**src/rtl/sw_pio_pkg.sv**
```systemverilog
// Shared types and constants for the switch PIO poller.
package sw_pio_pkg;

    localparam int unsigned PIO_DATA_W    = 8;
    localparam logic [1:0]  PIO_DATA_ADDR = 2'd0;

    typedef enum logic [1:0] {
        IDLE = 2'd0,
        READ = 2'd1,
        WAIT = 2'd2,
        EVAL = 2'd3
    } poll_state_e;

endpackage

```
**src/rtl/sw_debounce.sv**
```systemverilog
// Debounce filter: tracks a candidate value over successive samples and
// commits it to the stable value once it has been seen enough times.
module sw_debounce
    import sw_pio_pkg::*;
#(
    parameter int unsigned DATA_W       = PIO_DATA_W,
    parameter int unsigned DEBOUNCE_CNT = 4
) (
    input  logic              clk,
    input  logic              reset_n,
    input  logic              eval,
    input  logic [DATA_W-1:0] sample,
    output logic              commit_c,
    output logic              event_c,
    output logic [DATA_W-1:0] commit_value_c,
    output logic [DATA_W-1:0] stable_value
);

    localparam logic [7:0] CNT_MAX = 8'(DEBOUNCE_CNT);

    logic [DATA_W-1:0] cand_q, cand_d;
    logic [DATA_W-1:0] stable_q, stable_d;
    logic [7:0]        cnt_q, cnt_d;
    logic              init_done_q, init_done_d;

    // Count uses the post-update value so a count of 1 commits on the first differing sample.
    always_comb begin
        cand_d      = cand_q;
        cnt_d       = cnt_q;
        stable_d    = stable_q;
        init_done_d = init_done_q;
        commit_c    = 1'b0;
        event_c     = 1'b0;
        if (eval) begin
            if (sample == cand_q) begin
                if (cnt_q < CNT_MAX) begin
                    cnt_d = cnt_q + 8'd1;
                end
            end else begin
                cand_d = sample;
                cnt_d  = 8'd1;
            end
            if (((cnt_d == CNT_MAX) && (cand_d != stable_q)) || !init_done_q) begin
                commit_c    = 1'b1;
                event_c     = init_done_q;
                stable_d    = cand_d;
                init_done_d = 1'b1;
            end
        end
    end

    assign commit_value_c = cand_d;
    assign stable_value   = stable_q;

    always_ff @(posedge clk) begin
        if (!reset_n) begin
            cand_q      <= '0;
            stable_q    <= '0;
            cnt_q       <= '0;
            init_done_q <= 1'b0;
        end else begin
            cand_q      <= cand_d;
            stable_q    <= stable_d;
            cnt_q       <= cnt_d;
            init_done_q <= init_done_d;
        end
    end

endmodule

```
**src/rtl/sw_pio_poller.sv**
```systemverilog
// Avalon-MM read master that periodically polls the switch PIO, debounces
// the samples and raises rise/fall change events through a valid/ready port.
module sw_pio_poller
    import sw_pio_pkg::*;
#(
    parameter int unsigned DATA_W       = PIO_DATA_W,
    parameter int unsigned POLL_DIV     = 50000,
    parameter int unsigned DEBOUNCE_CNT = 4
) (
    input  logic              clk,
    input  logic              reset_n,
    input  logic              enable,
    output logic [1:0]        avm_address,
    output logic              avm_read,
    input  logic              avm_waitrequest,
    input  logic [DATA_W-1:0] avm_readdata,
    output logic [DATA_W-1:0] stable_value,
    output logic              evt_valid,
    input  logic              evt_ready,
    output logic [DATA_W-1:0] evt_rise,
    output logic [DATA_W-1:0] evt_fall
);

    localparam int unsigned  CNT_W    = $clog2(POLL_DIV);
    localparam logic [CNT_W-1:0] CNT_LAST = CNT_W'(POLL_DIV - 1);

    poll_state_e       state_q, state_d;
    logic [CNT_W-1:0]  cnt_q, cnt_d;
    logic              read_q, read_d;
    logic [DATA_W-1:0] sample_q, sample_d;
    logic              valid_q, valid_d;
    logic [DATA_W-1:0] rise_q, rise_d;
    logic [DATA_W-1:0] fall_q, fall_d;
    logic              eval_c;
    logic              commit_c;
    logic              event_c;
    logic [DATA_W-1:0] commit_value_c;
    logic [DATA_W-1:0] stable_c;

    sw_debounce #(
        .DATA_W       (DATA_W),
        .DEBOUNCE_CNT (DEBOUNCE_CNT)
    ) u_debounce (
        .clk            (clk),
        .reset_n        (reset_n),
        .eval           (eval_c),
        .sample         (sample_q),
        .commit_c       (commit_c),
        .event_c        (event_c),
        .commit_value_c (commit_value_c),
        .stable_value   (stable_c)
    );

    // Poll period is measured from READ entry, so the counter runs in every state.
    always_comb begin
        state_d  = state_q;
        cnt_d    = cnt_q;
        read_d   = 1'b0;
        sample_d = sample_q;
        eval_c   = 1'b0;
        if (!enable) begin
            cnt_d = '0;
        end else if (cnt_q != CNT_LAST) begin
            cnt_d = cnt_q + CNT_W'(1);
        end
        case (state_q)
            IDLE: begin
                if (enable && (cnt_q == CNT_LAST)) begin
                    state_d = READ;
                    cnt_d   = '0;
                    read_d  = 1'b1;
                end
            end
            READ: begin
                if (avm_waitrequest) begin
                    read_d = 1'b1;
                end else begin
                    state_d = WAIT;
                end
            end
            WAIT: begin
                sample_d = avm_readdata;
                state_d  = EVAL;
            end
            EVAL: begin
                eval_c  = 1'b1;
                state_d = IDLE;
            end
            default: state_d = IDLE;
        endcase
    end

    // A transfer consumes the old deltas; a same-cycle commit loads only the new ones.
    always_comb begin
        rise_d  = rise_q;
        fall_d  = fall_q;
        valid_d = valid_q;
        if (valid_q && evt_ready) begin
            rise_d  = '0;
            fall_d  = '0;
            valid_d = 1'b0;
        end
        if (event_c) begin
            rise_d  = rise_d | (commit_value_c & ~stable_c);
            fall_d  = fall_d | (~commit_value_c & stable_c);
            valid_d = 1'b1;
        end
    end

    always_ff @(posedge clk) begin
        if (!reset_n) begin
            state_q  <= IDLE;
            cnt_q    <= '0;
            read_q   <= 1'b0;
            sample_q <= '0;
            valid_q  <= 1'b0;
            rise_q   <= '0;
            fall_q   <= '0;
        end else begin
            state_q  <= state_d;
            cnt_q    <= cnt_d;
            read_q   <= read_d;
            sample_q <= sample_d;
            valid_q  <= valid_d;
            rise_q   <= rise_d;
            fall_q   <= fall_d;
        end
    end

    assign avm_address  = PIO_DATA_ADDR;
    assign avm_read     = read_q;
    assign stable_value = stable_c;
    assign evt_valid    = valid_q;
    assign evt_rise     = rise_q;
    assign evt_fall     = fall_q;

endmodule
```
**config.mk**
```make
export PLATFORM = sky130hd
export DESIGN_NAME = sw_pio_poller
export DESIGN_NICKNAME = d
export VERILOG_FILES = /design/src/rtl/sw_pio_pkg.sv /design/src/rtl/sw_debounce.sv /design/src/rtl/sw_pio_poller.sv
export SDC_FILE = /design/constraint.sdc
export NUM_CORES = 1
export LEC_CHECK = 0
export CAP_MARGIN = 0
export CORE_MARGIN = 5
export CORE_UTILIZATION = 55
export DETAILED_ROUTE_END_ITERATION = 12
export GPL_TIMING_DRIVEN = 0
export PLACE_DENSITY = 0.86
export SYNTH_ARGS = -nofsm -noshare
export SYNTH_HDL_FRONTEND = slang
export SYNTH_HIERARCHICAL = 1
export SYNTH_SLANG_ARGS = --single-unit
```
**constraint.sdc**
```tcl
create_clock -name clk -period 2.5 [get_ports clk]
set_input_delay 0.5 -clock clk [delete_from_list [all_inputs] [get_ports clk]]
set_output_delay 0.5 -clock clk [all_outputs]
set_load 0.01 [all_outputs]
```
==> metrics, run 1 <==
boundary pin count 41; vias per cell 5.652; status finished, final reports clean; # H-tree levels 3; clk slew on worst S/H paths approximately 0.080 ns; worst vdd ir 0.5084 mV; met3 Use GR 0.06340; first-pass detailed-route iteration total 4; Net Sw Frac 0.2444; CTS Buf Count 9; root buf cell clkbuf_8; final setup fails 0; Max Fanout on Critical Path 10; Die Span Y 86.08 um; Comb power frac 0.104; design internal power 0.001820 W; Seq pwr share 0.472; Avg WL per Cell 16.46 um; M1 GR Usage 0.2773; commonest non-fill, non-tap cells in the layout dfxtp_1 (69), nor2_1 (50), clkdlybuf4s50_1 (38); met2 usage 0.3469; layout cells sized above 1 0.1497; fmax approximately 0.43 GHz; worst clock skew between 0.01 and 0.015 ns; clk_lat worst skew 0.35 ns; initial core utilization 0.5710; Core ar. 0.005574 mm^2; Clock Tree Buf Depth 2; area taken by multi-input logic gates 0.001685 mm^2; total gr overflow 0; NetSw 0.0005888 W; GRT Max-Usage Layer met2; average size of a mapped cell 9.445 um^2; total track usage 0.2198; DP Area 0.003657 mm^2; placed insts approximately 450; Finished Core Util 0.7039; Mapped Area 0.003183 mm^2; max_cap viols 0; crit end category register; DR vias about 2600; die footprint approximately 0.0074 mm^2; fin. max-slew vios 0; Initial DRC Count 187; Hold Fails Final Rpt 0; layout net count roughly 410; FF+latch area 0.001381 mm^2; Routed WL roughly 7700 um; critical path launch point type register; Die Wd 86.08 um; post-route ant nets 0; ANT cells 0; Filler Cells Inserted 419; Port Buffer Count 38; fin crit share 0.9295; Area Overhead vs Synth 23.27%; initial antenna violation count 0; # rows 27; post-route minimum period between 2 and 2.5 ns; first-pass GRT wire length 12680 um; largest net degree at the start of global routing 13; Power Density roughly 610 mW/mm^2; hold_buf cts 0; CTS tree done; Synth Warn # 6; commonest non-fill, non-tap cell in the layout dfxtp_1; DRC Markers 0; vias in the first global route 2613; Tightest Hold Check Type register to register; detailed placement HPWL between 5000 and 6000 um; worst-margin pin slew around 0.73 ns; Routability Congestion 0.9044; CP arrival 2.61 ns; worst setup path class register to register; Final Cell Area 0.003924 mm^2; CTS sink cnt 69; Max-slew headroom 0.5125; Cell Count, Final, Fillers Out 466; required time worst endpoint 2.79 ns; Mapped Cells ~340; static leakage roughly 1.5 nW; clock share of power 0.424
==> power groups by stage <==
| stage | Sequential (W) | Combinational (W) | Clock (W) |
|---|---|---|---|
| detailed placement | 0.00116 | 0.000220 | 0 |
| floorplan | 0.00116 | 0.000154 | 0 |
| global placement | 0.00116 | 0.000207 | 0 |
| CTS | 0.00114 | 0.000222 | 0.00103 |
| global route | 0.00114 | 0.000272 | 0.00108 |
| finish | 0.00114 | 0.000250 | 0.00102 |
==> per-stage QoR <==
stage	setup TNS [ns]	setup slack [ns]	power (W)	hold WS [ns]
after floorplan	0	0.2916	0.001312	0.4457
after global placement	-1.938	-0.2665	0.001368	0.4640
after detailed placement	-2.671	-0.3289	0.001383	0.4696
after CTS	0	0.006895	0.002388	0.4801
after global routing	-0.004281	-0.004281	0.002497	0.5114
final	0	0.1763	0.002409	0.4915
==> worst max-delay path: stages, from the launching register on <==
cell and delay, ns:
dfxtp_1 0.37, xnor2_1 0.28, nand4_2 0.24, nor2_4 0.22
nand3_1 0.11, a211oi_1 0.24, clkbuf_4 0.25, clkbuf_4 0.23
nand2_1 0.07, nor2_1 0.10, a21oi_1 0.05, nor2_1 0.09
==> sequential cells by signal, indices dropped and copies added, names as in the netlist <==
register	flops
evt_fall	8
u_debounce/cand_q	8
u_debounce/cnt_q	8
u_debounce/init_done_q	1
sample_q	8
evt_valid	1
cnt_q	16
u_debounce/stable_value	8
evt_rise	8
avm_read	1
state_q	2
==> metal layers <==
metal | wire, um | part of all wire
met1 | 3352 | 0.44
met2 | 3673 | 0.48
met3 | 478 | 0.062
met4 | 166 | 0.022
met5 | 0 | 0
==> final timing paths <==
path              depth (start not counted)         from           to  slack (ns)
hold / removal                            2    cnt_q[15]    cnt_q[15]        0.49
hold reg to reg                           2    cnt_q[15]    cnt_q[15]        0.49
setup / recovery                         11  sample_q[3]  evt_fall[7]        0.18
setup reg to reg                         11  sample_q[3]  evt_fall[7]        0.18
==> what timing repair did <==
item / in CTS / in global routing
pin swaps: 0 / 1
endpoints found under the hold margin: 0 / 0
setup endpoints to repair: 10 / 10
resized for setup: 3 / 6
buffers inserted: 0 / 3
==> layout make-up <==
cell class | instances | share of cell area
Buffer | 14 | 0.02200
Tap cell | 72 | 0.02296
Clock buffer | 11 | 0.03603
Clock inverter | 5 | 0.02136
Sequential cell | 69 | 0.3520
Inverter | 14 | 0.01339
Timing Repair Buffer | 41 | 0.1027
Multi-Input combinational cell | 240 | 0.4295
No activity file was read; power rests on OpenSTA's default activity.
==> inputs of run 2 (changes only) <==
--- a/config.mk
+++ b/config.mk
@@ -9,7 +9,6 @@
 export CORE_MARGIN = 5
 export CORE_UTILIZATION = 55
 export DETAILED_ROUTE_END_ITERATION = 12
-export GPL_TIMING_DRIVEN = 0
 export PLACE_DENSITY = 0.86
 export SYNTH_ARGS = -nofsm -noshare
 export SYNTH_HDL_FRONTEND = slang
==> run 2 against run 1 <==
Net effect:
- clock skew down 0.0061 ns
- sequential power about the same
- core utilization down 1.3 points
- combinational power down 12%
- global-route usage down 1.3 points
- clock power about the same
- wire length down 6.5%
- first-iteration DRC count down 12%
- worst hold slack worse by 0.0073 ns
- non-clock buffer count down 11
- register-to-register slack better by 0.17 ns
- die area unchanged
==> metrics, run 2 (same netlist as run 1, synthesis figures left out) <==
Initial DRC Count 165 (was 187); CTS tree done (unchanged); first-pass detailed-route iteration total 4 (unchanged); ANT cells 0 (unchanged); Resized Gates After CTS 0 (was 3); Avg WL per Cell 15.76 um (was 16.46 um); Max Fanout on Critical Path 14 (was 10); CTS Buf Count 9 (unchanged); Post-CTS Setup Repair Bufs 0 (unchanged); detailed placement HPWL 5076 um (was 5397 um); static leakage 1.446 nW (was 1.463 nW); commonest non-fill, non-tap cells in the layout dfxtp_1 (69), nor2_1 (50), clkdlybuf4s50_1 (38) (unchanged); Routability Congestion 0.8877 (was 0.9044); CP arrival 2.38 ns (was 2.61 ns); fin. max-slew vios 0 (unchanged); Die Span Y 86.08 um (unchanged); root buf cell clkbuf_8 (unchanged); Max-slew headroom 0.5970 (was 0.5125); hold_buf cts 0 (unchanged); # H-tree levels 3 (unchanged); Die Wd 86.08 um (unchanged); Power Density 616.4 mW/mm^2 (was 613.9 mW/mm^2); fin crit share 0.8633 (was 0.9295); Filler Cells Inserted 408 (was 419); # rows 27 (unchanged); post-route ant nets 0 (unchanged); worst clock skew 0.006523 ns (was 0.01259 ns); initial core utilization 0.5710 (unchanged); worst-margin pin slew 0.6045 ns (was 0.7313 ns); largest net degree at the start of global routing 26 (was 13); total gr overflow 0 (unchanged); placed insts 439 (was 448); M1 WL 3188 um (was 3352 um); Top Metal Used met4 (unchanged); clk_lat worst skew 0.34 ns (was 0.35 ns); max reg flops 16 (unchanged); Reg2Reg Setup Slack 0.34 ns (was 0.18 ns); worst vdd ir 0.3880 mV (was 0.5084 mV); total track usage 0.2066 (was 0.2198); Worst Slack Setup Final 0.3418 ns (was 0.1763 ns); Routed WL 7169 um (was 7670 um); vias in the first global route 2513 (was 2613); vias per cell 5.644 (was 5.652); Biggest register cnt_q (unchanged); boundary pin count 41 (unchanged); worst setup path class register to register (unchanged); RSZ-0062 raised after global routing false; layout cells sized above 1 0.1410 (was 0.1497); DRC Markers 0 (unchanged); CTS sink cnt 69 (unchanged); metal3 WL 390 um (was 478 um); max_cap viols 0 (unchanged); Tightest Hold Check Type register to register (unchanged); wire length on met2 3477 um (was 3673 um); post-place setup slack 0.3951 ns (was -0.3289 ns); DR vias 2568 (was 2634); final setup fails 0 (unchanged); layout net count 398 (was 409); Area Overhead vs Synth 20.95% (was 23.27%); post-route minimum period 2.158 ns (was 2.324 ns); commonest non-fill, non-tap cell in the layout dfxtp_1 (unchanged); required time worst endpoint 2.72 ns (was 2.79 ns); die footprint 0.007409 mm^2 (unchanged); clk slew on worst S/H paths 0.07 ns (was 0.08 ns); first-pass GRT wire length 12200 um (was 12680 um); Port Buffer Count 38 (unchanged); Clock Tree Buf Depth 2 (unchanged); crit end category register (unchanged); critical path launch point type register (unchanged); Cell Count, Final, Fillers Out 455 (was 466); WHS 0.4842 ns (was 0.4915 ns); Hold Fails Final Rpt 0 (unchanged); fmax 0.4633 GHz (was 0.4303 GHz); initial antenna violation count 0 (unchanged); status finished, final reports clean (unchanged); Core ar. 0.005574 mm^2 (unchanged); final setup TNS 0 ns (unchanged)
-- run 2: cell count changes in the layout (fill, tap and decap cells not counted), moves of 2 or more --
cell,before,now
clkinv_2,0,2
buf_6,2,0
clkinvlp_4,2,0
clkbuf_1,6,1
buf_1,2,0
clkbuf_4,2,0
-- run 2: final cells by class --
type | count | area, um^2 | area share
Clock buffer | 12 | 155.1 | 0.04030
Clock inverter | 4 | 70.07 | 0.01820
Inverter | 14 | 52.55 | 0.01365
Multi-Input combinational cell | 240 | 1675 | 0.4352
Sequential cell | 69 | 1381 | 0.3588
Tap cell | 72 | 90.09 | 0.02340
Timing Repair Buffer | 44 | 425.4 | 0.1105
-- run 2: layer usage --
metal,vias up,GRT usage
li1,1257,-
met1,1238,0.2617
met2,60,0.3399
met3,13,0.04803
met4,0,0.07914
met5,-,0
-- run 2: final timing paths --
path,depth (start not counted),to,from
hold reg to reg,1,u_debounce/init_done_q,u_debounce/init_done_q
setup / recovery,6,evt_rise[7],sample_q[0]
setup reg to reg,6,evt_rise[7],sample_q[0]
hold / removal,1,u_debounce/init_done_q,u_debounce/init_done_q
-- run 2: per-stage QoR --
stage / cell area [um^2] / utilization / total power [W]
detailed placement: 3625 / 0.6503 / 0.001382
finish: 3850 / 0.6907 / 0.002373
CTS: 3850 / 0.6907 / 0.002390
global route: 3850 / 0.6907 / 0.002475
global placement: 3625 / 0.6503 / 0.001370
floorplan: 3187 / - / 0.001312
-- run 2: power breakdown --
group          switching (W)  internal [W]
Combinational       0.000123     0.0000973
Sequential         0.0000207       0.00112
Clock               0.000402      0.000613
Total               0.000546       0.00183
-- run 2: critical path, stage by stage (launching register included) --
cell	delay, ns
dfxtp_1	0.36
xnor2_1	0.26
nand4_2	0.22
o21ai_4	0.47
mux2_2	0.43
a32oi_1	0.24
nor2_1	0.06
